==> src/rtl/irrigation_actuator.sv <==
// Responder-side irrigation sequencer: valve/pump control, run/complete handshake, humidity conditioning.
// Define IRRIG_DEBOUNCE_EN to debounce Hraw over DEB_LEN samples; otherwise H1 is a two-flop synchronized copy.
module irrigation_actuator #(
    parameter int OPEN_DLY  = 4,
    parameter int RUN_CYC   = 16,
    parameter int CLOSE_DLY = 4,
    parameter int DEB_LEN   = 3,
    parameter int CNT_W     = 8
) (
    input  logic Ck,
    input  logic Clr,
    input  logic St,
    input  logic S,
    input  logic Hraw,
    input  logic VFb,
    output logic H1,
    output logic R,
    output logic RC,
    output logic Valve,
    output logic Pump,
    output logic Fault
);

    typedef enum logic [2:0] {
        ST_IDLE,
        ST_OPEN,
        ST_RUN,
        ST_CLOSE,
        ST_DONE,
        ST_FAULT
    } state_t;

    // Counter holds "remaining cycles after this one", so zero marks the last cycle of a state.
    localparam logic [CNT_W-1:0] OPEN_LD  = CNT_W'(OPEN_DLY - 1);
    localparam logic [CNT_W-1:0] RUN_LD   = CNT_W'(RUN_CYC - 1);
    localparam logic [CNT_W-1:0] CLOSE_LD = CNT_W'(CLOSE_DLY - 1);

    state_t           state_reg;
    logic [CNT_W-1:0] cnt_reg;

    always_ff @(posedge Ck or negedge Clr) begin
        if (!Clr) begin
            state_reg <= ST_IDLE;
            cnt_reg   <= '0;
            Valve     <= 1'b0;
            Pump      <= 1'b0;
            R         <= 1'b0;
            RC        <= 1'b0;
            Fault     <= 1'b0;
        end else begin
            case (state_reg)
                ST_IDLE: begin
                    if (St) begin
                        state_reg <= ST_OPEN;
                        cnt_reg   <= OPEN_LD;
                        Valve     <= 1'b1;
                        R         <= 1'b1;
                    end
                end
                ST_OPEN: begin
                    if (S) begin
                        state_reg <= ST_CLOSE;
                        cnt_reg   <= CLOSE_LD;
                        Valve     <= 1'b0;
                    end else if (cnt_reg == '0) begin
                        if (VFb) begin
                            state_reg <= ST_RUN;
                            cnt_reg   <= RUN_LD;
                            Pump      <= 1'b1;
                        end else begin
                            state_reg <= ST_FAULT;
                            cnt_reg   <= '0;
                            Valve     <= 1'b0;
                            R         <= 1'b0;
                            Fault     <= 1'b1;
                        end
                    end else begin
                        cnt_reg <= cnt_reg - 1'b1;
                    end
                end
                ST_RUN: begin
                    // Timeout, wet soil and abort all converge on the same drain sequence.
                    if (S || H1 || cnt_reg == '0) begin
                        state_reg <= ST_CLOSE;
                        cnt_reg   <= CLOSE_LD;
                        Valve     <= 1'b0;
                        Pump      <= 1'b0;
                    end else begin
                        cnt_reg <= cnt_reg - 1'b1;
                    end
                end
                ST_CLOSE: begin
                    if (cnt_reg == '0) begin
                        state_reg <= ST_DONE;
                        cnt_reg   <= '0;
                        R         <= 1'b0;
                        RC        <= 1'b1;
                    end else begin
                        cnt_reg <= cnt_reg - 1'b1;
                    end
                end
                ST_DONE: begin
                    if (!St) begin
                        state_reg <= ST_IDLE;
                        cnt_reg   <= '0;
                        RC        <= 1'b0;
                    end
                end
                ST_FAULT: begin
                    if (S && !St) begin
                        state_reg <= ST_IDLE;
                        cnt_reg   <= '0;
                        Fault     <= 1'b0;
                    end
                end
                default: begin
                    state_reg <= ST_IDLE;
                    cnt_reg   <= '0;
                    Valve     <= 1'b0;
                    Pump      <= 1'b0;
                    R         <= 1'b0;
                    RC        <= 1'b0;
                    Fault     <= 1'b0;
                end
            endcase
        end
    end

`ifdef IRRIG_DEBOUNCE_EN
    localparam logic [CNT_W-1:0] DEB_LAST = CNT_W'(DEB_LEN - 1);

    logic [CNT_W-1:0] deb_cnt_reg;

    // Counts consecutive samples disagreeing with H1; any agreeing sample restarts the count.
    always_ff @(posedge Ck or negedge Clr) begin
        if (!Clr) begin
            deb_cnt_reg <= '0;
            H1          <= 1'b0;
        end else if (Hraw != H1) begin
            if (deb_cnt_reg >= DEB_LAST) begin
                H1          <= Hraw;
                deb_cnt_reg <= '0;
            end else begin
                deb_cnt_reg <= deb_cnt_reg + 1'b1;
            end
        end else begin
            deb_cnt_reg <= '0;
        end
    end
`else
    logic sync_reg;

    always_ff @(posedge Ck or negedge Clr) begin
        if (!Clr) begin
            sync_reg <= 1'b0;
            H1       <= 1'b0;
        end else begin
            sync_reg <= Hraw;
            H1       <= sync_reg;
        end
    end
`endif

endmodule

==> config.mk <==
export PLATFORM = sky130hd
export DESIGN_NAME = irrigation_actuator
export DESIGN_NICKNAME = d
export VERILOG_FILES = /design/src/rtl/irrigation_actuator.sv
export SDC_FILE = /design/constraint.sdc
export NUM_CORES = 1
export LEC_CHECK = 0
export CORE_MARGIN = 2
export CORE_UTILIZATION = 43
export CTS_CLUSTER_SIZE = 8
export DETAILED_ROUTE_END_ITERATION = 8
export GPL_TIMING_DRIVEN = 0
export HOLD_SLACK_MARGIN = 0.06
export MAX_ROUTING_LAYER = met4
export SYNTH_ARGS = -nofsm -noshare
export SYNTH_HDL_FRONTEND = slang
export SYNTH_SLANG_ARGS = --single-unit
==> constraint.sdc <==
create_clock -name Ck -period 4.25 [get_ports Ck]
set_clock_uncertainty 0.15 [all_clocks]
set_input_delay 0.6375 -clock Ck [delete_from_list [all_inputs] [get_ports Ck]]
set_output_delay 0.6375 -clock Ck [all_outputs]
set_load 0.05 [all_outputs]
Word level (Yosys, flattened, before mapping)
Index checks and enable logic that the tools add are counted.
{"block": "totals", "ff_bits": 18, "input_bits": 6, "out_inout_bits": 6}
{"block": "classes", "n_addsub": 1, "eq_ne": 16, "muxes": 39, "n_bitwise": 5, "reduce_logical": 18}
{"cell": "$mux W8", "count": 7}
{"cell": "$pmux W8 S6", "count": 1}
{"cell": "$mux W3", "count": 8}
{"cell": "$ne A2 B2 Y1 const B", "count": 9}
{"cell": "$pmux W3 S6", "count": 1}
{"cell": "$mux W1", "count": 16}
{"cell": "$reduce_and A5 Y1", "count": 3}
{"cell": "$reduce_and A6 Y1", "count": 2}
{"cell": "$reduce_or A4 Y1", "count": 3}
{"cell": "$pmux W1 S3", "count": 3}
{"cell": "$logic_not A8 Y1", "count": 1}
{"cell": "$pmux W1 S4", "count": 2}
{"cell": "$sub A8 B1 Y8 const B", "count": 1}
{"cell": "$eq A3 B2 Y1 const B", "count": 2}
{"cell": "$eq A3 B3 Y1 const B", "count": 2}
{"cell": "$ne A3 B3 Y1 const B", "count": 2}
{"cell": "$reduce_and A3 Y1", "count": 2}
{"cell": "$reduce_or A3 Y1", "count": 2}
{"cell": "$not A1 Y1", "count": 5}
{"cell": "$mux W4", "count": 1}
{"cell": "$eq A3 B1 Y1 const B", "count": 1}
{"cell": "$logic_not A3 Y1", "count": 1}
{"cell": "$logic_or A1 B1 Y1", "count": 2}
{"cell": "$logic_and A1 B1 Y1", "count": 1}
{"cell": "$logic_not A1 Y1", "count": 1}

Logic depth before layout (Yosys ltp)
{"block": "logic_depth", "ltp_word": 4, "mapped_depth": 7, "mapped_depth_nobuf": 6}

Worst setup path before layout
No wires, ideal clock.
{"block": "synth_timing", "kind": "input port to flip-flop", "startpoint": "in S", "endpoint": "reg state_reg[2]", "setup_ns": 0.120, "arrival_ns": 1.752, "t_required_ns": 3.980, "setup_slack_ns": 2.228, "stages": 6, "n_path_buf": 2, "path_cell_list": "buf_2 -> nand2b_4 -> a2111oi_4 -> buf_4 -> a21oi_2 -> a31o_1"}
{"block": "synth_via", "elab_chain_cells": 4}
{"item": "start: declaration", "line_no": "13", "rtl": "input logic S,"}
{"item": "$logic_or A1 B1 Y1 (2 in a row)", "line_no": "83", "rtl": "if (S || H1 || cnt_reg == '0) begin"}
{"item": "$ne A2 B2 Y1 (no source line)"}
{"item": "$reduce_and A6 Y1 (no source line)"}
{"item": "end signal: assignment", "line_no": "84", "rtl": "state_reg <= ST_CLOSE;"}
{"item": "end signal: assignment", "line_no": "94", "rtl": "state_reg <= ST_DONE;"}
{"item": "end signal: assignment", "line_no": "104", "rtl": "state_reg <= ST_IDLE;"}
{"item": "end: declaration", "line_no": "38", "rtl": "state_t state_reg;"}
Several ways; a longest one is shown, not always the timed one.
A chain may end at the register's enable or synchronous reset.

Final worst setup path
{"block": "layout_timing", "startpoint": "in St", "endpoint": "reg state_reg[2]"}
{"block": "layout_via", "elab_chain_cells": 4}
{"item": "start: declaration", "line_no": "12", "rtl": "input logic St,"}
{"item": "$logic_not A1 Y1", "line_no": "110", "rtl": "if (S && !St) begin"}
{"item": "$logic_and A1 B1 Y1", "line_no": "110"}
{"item": "$ne A2 B2 Y1 (no source line)"}
{"item": "$reduce_and A6 Y1 (no source line) *"}
{"item": "end signal: assignment", "line_no": "104"}
{"item": "end signal: assignment", "line_no": "111", "rtl": "state_reg <= ST_IDLE;"}
{"item": "end signal: assignment", "line_no": "117", "rtl": "state_reg <= ST_IDLE;"}
Every way passes the cells marked *; elsewhere a longest branch is shown, timed or not.

==> reports/results.md <==
| Stage | Item | This run |
|---|---|---|
| clocking | Num CTS Buffers | 3 |
| global route | Routing usage on met3 | 2.494% |
| timing | Clock period minus final worst setup slack | 2377 ps |
| yosys | Syn_nets | 141 |
| floorplanning | Count of standard-cell rows | 19 |
| status | Result of the run | complete, no violations |
| min path | Hold Crit Depth | 0 |
| timing | Hold WS | 210.9 ps |
| detailed routing | Number of DRC violations after detailed routing | 0 |
| yosys | Number of distinct library cells after synthesis | 51 |
| global route | Via count of the first global-routing pass | 1106 |
| setup path | Arrival @ worst endpoint | 2430 ps |
| finish | Commonest cells after routing, fill and taps aside | 18 x sky130_fd_sc_hd__dfrtp_1, 13 x sky130_fd_sc_hd__o21ai_0, 10 x sky130_fd_sc_hd__a21oi_1, 10 x sky130_fd_sc_hd__clkdlybuf4s50_1, 8 x sky130_fd_sc_hd__inv_1 |
| setup path | Worst path slowest cell | sky130_fd_sc_hd__clkdlybuf4s50_1 |
| timing | Ratio of final minimum period to clock period | 55.92% |
| setup path | Category of the worst setup path capture point | register |
| yosys | Number of instances in the synthesized netlist | 133 |
| clocking | Post-cts gate resize count | 0 |
| finish | Area added between synthesis and finish | 14.23% |
| setup path | Worst path required time | 4310 ps |
| finish | # fillers | 248 |
| timing | Final sum of negative setup slack | 0 ps |
| placement | Routability-driven placement congestion ratio | 0.8502 |
| setup path | Critical path, cell by cell | clkdlybuf4s50_1 > nor2b_1 > a2111oi_4 > buf_4 > a21oi_2 > a31o_1 |
| clocking | Clock slew at reported path FFs | 100 ps |
| finish | Nets | 156 |
| clocking | # H-tree levels | 1 |
| timing | # setup viols final | 0 |
| finish | Layout cells sized above 1 | 12.93% |
| detailed routing | Drt total wl | 2798 um |
| setup path | Type of the worst setup path | in2reg |
| timing | Final Hold Viols | 0 |
| clocking | Total clock sinks | 18 |
| floorplanning | Die area | 3307 um^2 |
| detailed routing | Wirelength per Cell | 15.72 um |
| setup path | CP startpoint kind | input pin |
| finish | Flip-flop count of the largest register after layout | 8 |
| setup path | Delay of the slowest critical-path stage | 630 ps |
| floorplanning | Floorplan Core Area | 2734 um^2 |
| global route | Grt met2 use | 30.68% |
| clocking | Clock insertion delay at the later pin of the skew report | 310 ps |
| pwr | Overall power after layout | 1.148 mW |
| floorplanning | Initial standard-cell utilization of the core | 45.03% |
| setup path | Gate family responsible for the most delay along the worst path | buffers and inverters |
| clocking | Quantity of hold-fixing buffers added after cts | 0 |
| placement | Worst slack, placed | 1575 ps |
| timing | Slew HR | 46.75% |
| pwr | IR drop worst, VDD | 0.0005036 V |
| finish | Number of antenna diodes | 0 |
| yosys | FF+latch count, synth | 18 |
| setup path | Endpoint of the lowest-slack register-to-register path | cnt_reg[0] |
| floorplanning | I/O pin cnt | 12 |
| clocking | TritonCTS clock tree | built |
| timing | Fmax achieved | 420.8 MHz |
| yosys | Number of synthesis warnings | 0 |
| timing | Max Slew Vio Count | 0 |
| placement | Number of port buffers | 10 |
| clocking | Worst-case clock buffer depth | 2 |
| detailed routing | DR pass1 iterations | 4 |
| detailed routing | Routed via count | 1107 |
| finish | Leading cell type in the layout, fill and taps excluded | sky130_fd_sc_hd__dfrtp_1 |
| global route | GRT Util Overall | 19.68% |
| job | Max-cap violations | 0 |
| detailed routing | 1st-iter DRT viols | 48 |
| pwr | Total power density per cell area | 816.3 nW/um^2 |
| global route | Maximum number of pins on one net before global-route repair | 19 |
| global route | Layer with the highest usage after global routing | met2 |
| setup path | Worst reg2reg path startpoint | cnt_reg[0] |
| min path | Sink of the worst hold path | H1 |
| global route | Global-route wire length before repair | 4892 um |
| min path | Start point of the worst min-delay path | sync_reg |
| min path | Hold crit path type | reg2reg |
| clocking | Buffer type at the clock tree root | sky130_fd_sc_hd__clkbuf_4 |
| timing | RSZ-0062 raised after global routing | false |
| global route | Met1 demand-to-capacity share in global routing | 24.86% |
| placement | Placed wire-length estimate | 2093 um |
| setup path | Count of buffer and inverter cells on the critical path | 2 |
| global route | GRT overflow | 0 |
| yosys | Average footprint of a synthesized cell | 9.257 um^2 |
| detailed routing | Mean number of vias per cell | 6.219 |
| timing | Transition time at the pin with the least slew margin | 796.2 ps |
| floorplanning | Die Span X | 57.51 um |
| yosys | Combined area of all synthesized cells | 1231 um^2 |
| setup path | Worst r2r path cells | 7 |
| yosys | Sequential fraction of the synthesis area | 36.59% |
| pwr | Leakage power summed over all cells | 0.5676 nW |
| detailed routing | Post-route ant nets | 0 |
| timing | Final WS setup | 1873 ps |
| global route | Antenna violations before repair | 0 |
| clocking | Count of buffers added by post-CTS timing repair for setup | 0 |
| setup path | Peak fanout along the critical path | 10 |
| floorplanning | Die boundary height | 57.51 um |
| setup path | Reg2reg setup slack | 2200 ps |
[cell type report]
cell class / count / area [um^2] / share of cell area [%]
tap: 31 / 38.79 / 2.758
timing repair buffer: 10 / 100.1 / 7.117
clock buffer: 4 / 36.28 / 2.580
sequential: 18 / 450.4 / 32.03
inverter: 8 / 30.03 / 2.135
multi-input combinational: 100 / 706.9 / 50.27
buffer: 7 / 43.79 / 3.114
[routing by layer]
metal	part of all wire [%]	vias to the layer above	wire, um
li1	-	522	-
met1	44	534	1228
met2	47	45	1319
met3	6.7	6	187
met4	2.3	0	63
met5	0	-	0
[per-stage QoR]
stage                     std cells  utilization (%)  cell area, um^2
after CTS                       178            51.44             1406
after detailed placement        174            50.11             1370
after floorplan                 133                -             1231
final                           178            51.44             1406
after global routing            178            51.44             1406
after global placement          174            50.11             1370
[worst max path at each step]
| stage | from | slack (ps) | endpoint | cells after the start |
|---|---|---|---|---|
| 2_1_floorplan | S | 2230 | state_reg[2] | 6 |
| 6_report | St | 1870 | state_reg[2] | 6 |
| 3_3_place_gp | St | 1580 | state_reg[2] | 6 |
| 4_1_cts | H1 | 1890 | H1 | 1 |
| 5_1_grt | St | 1800 | state_reg[2] | 6 |
| 3_5_place_dp | St | 1570 | state_reg[2] | 6 |
[logic make-up (layout without fill, tap and decap cells)]
kind of cell | count (synthesis) | count (layout) | share of synthesized area [%]
flops | 18 | 18 | 36.59
xor+xnor | 1 | 1 | 0.7115
fa+ha+maj | 2 | 2 | 2.032
simple gates | 43 | 43 | 22.87
buf+inv | 15 | 29 | 5.995
compound gates | 54 | 54 | 31.81
[synthesized netlist by cell type (all sizes together)]
cell type,n,area share [%]
or4,2,1.2
o21ba,1,0.81
inv,8,2.4
nor3b,1,0.61
a311oi,1,0.71
a211oi,2,1.2
a31oi,4,3.3
or2,1,0.51
nor2b,5,2.5
o21ai,15,6.1
a32o,1,0.81
a2111oi,2,2.9
a21oi,11,4.8
o31ai,3,1.8
nor3,3,2.1
a221o,2,1.6
a31o,1,0.71
o311a,1,0.81
o22ai,2,1.0
and3b,1,0.71
nand2,7,2.1
dfrtp,18,37
ha,2,2.0
o41ai,1,0.71
clkbuf,1,0.30
a22o,1,0.71
or3,2,1.0
nor2,7,2.1
xnor2,1,0.71
buf,6,3.3
and2b,2,1.4
nand4,1,0.51
o21bai,3,1.8
nor4b,1,1.9
nand3,1,0.41
and2,3,1.5
a221oi,1,0.71
nand2b,5,3.1
o21a,2,1.2
or3b,1,0.91
[worst register-to-register path: cells and delay by family, from the launching register on]
kind | cells | cell delay [ps]
DFF | 1 | 430
buffers and inverters | 2 | 260
and+or+nand+nor | 2 | 540
adders and majority gates | 1 | 160
AOI/OAI and AO/OA | 2 | 410
[report_power, final]
group | switching, mW | total (mW) | internal, mW
Sequential | 0.0742 | 0.312 | 0.238
Clock | 0.0568 | 0.109 | 0.0525
Combinational | 0.424 | 0.726 | 0.302
No activity file was read; power rests on OpenSTA's default activity.
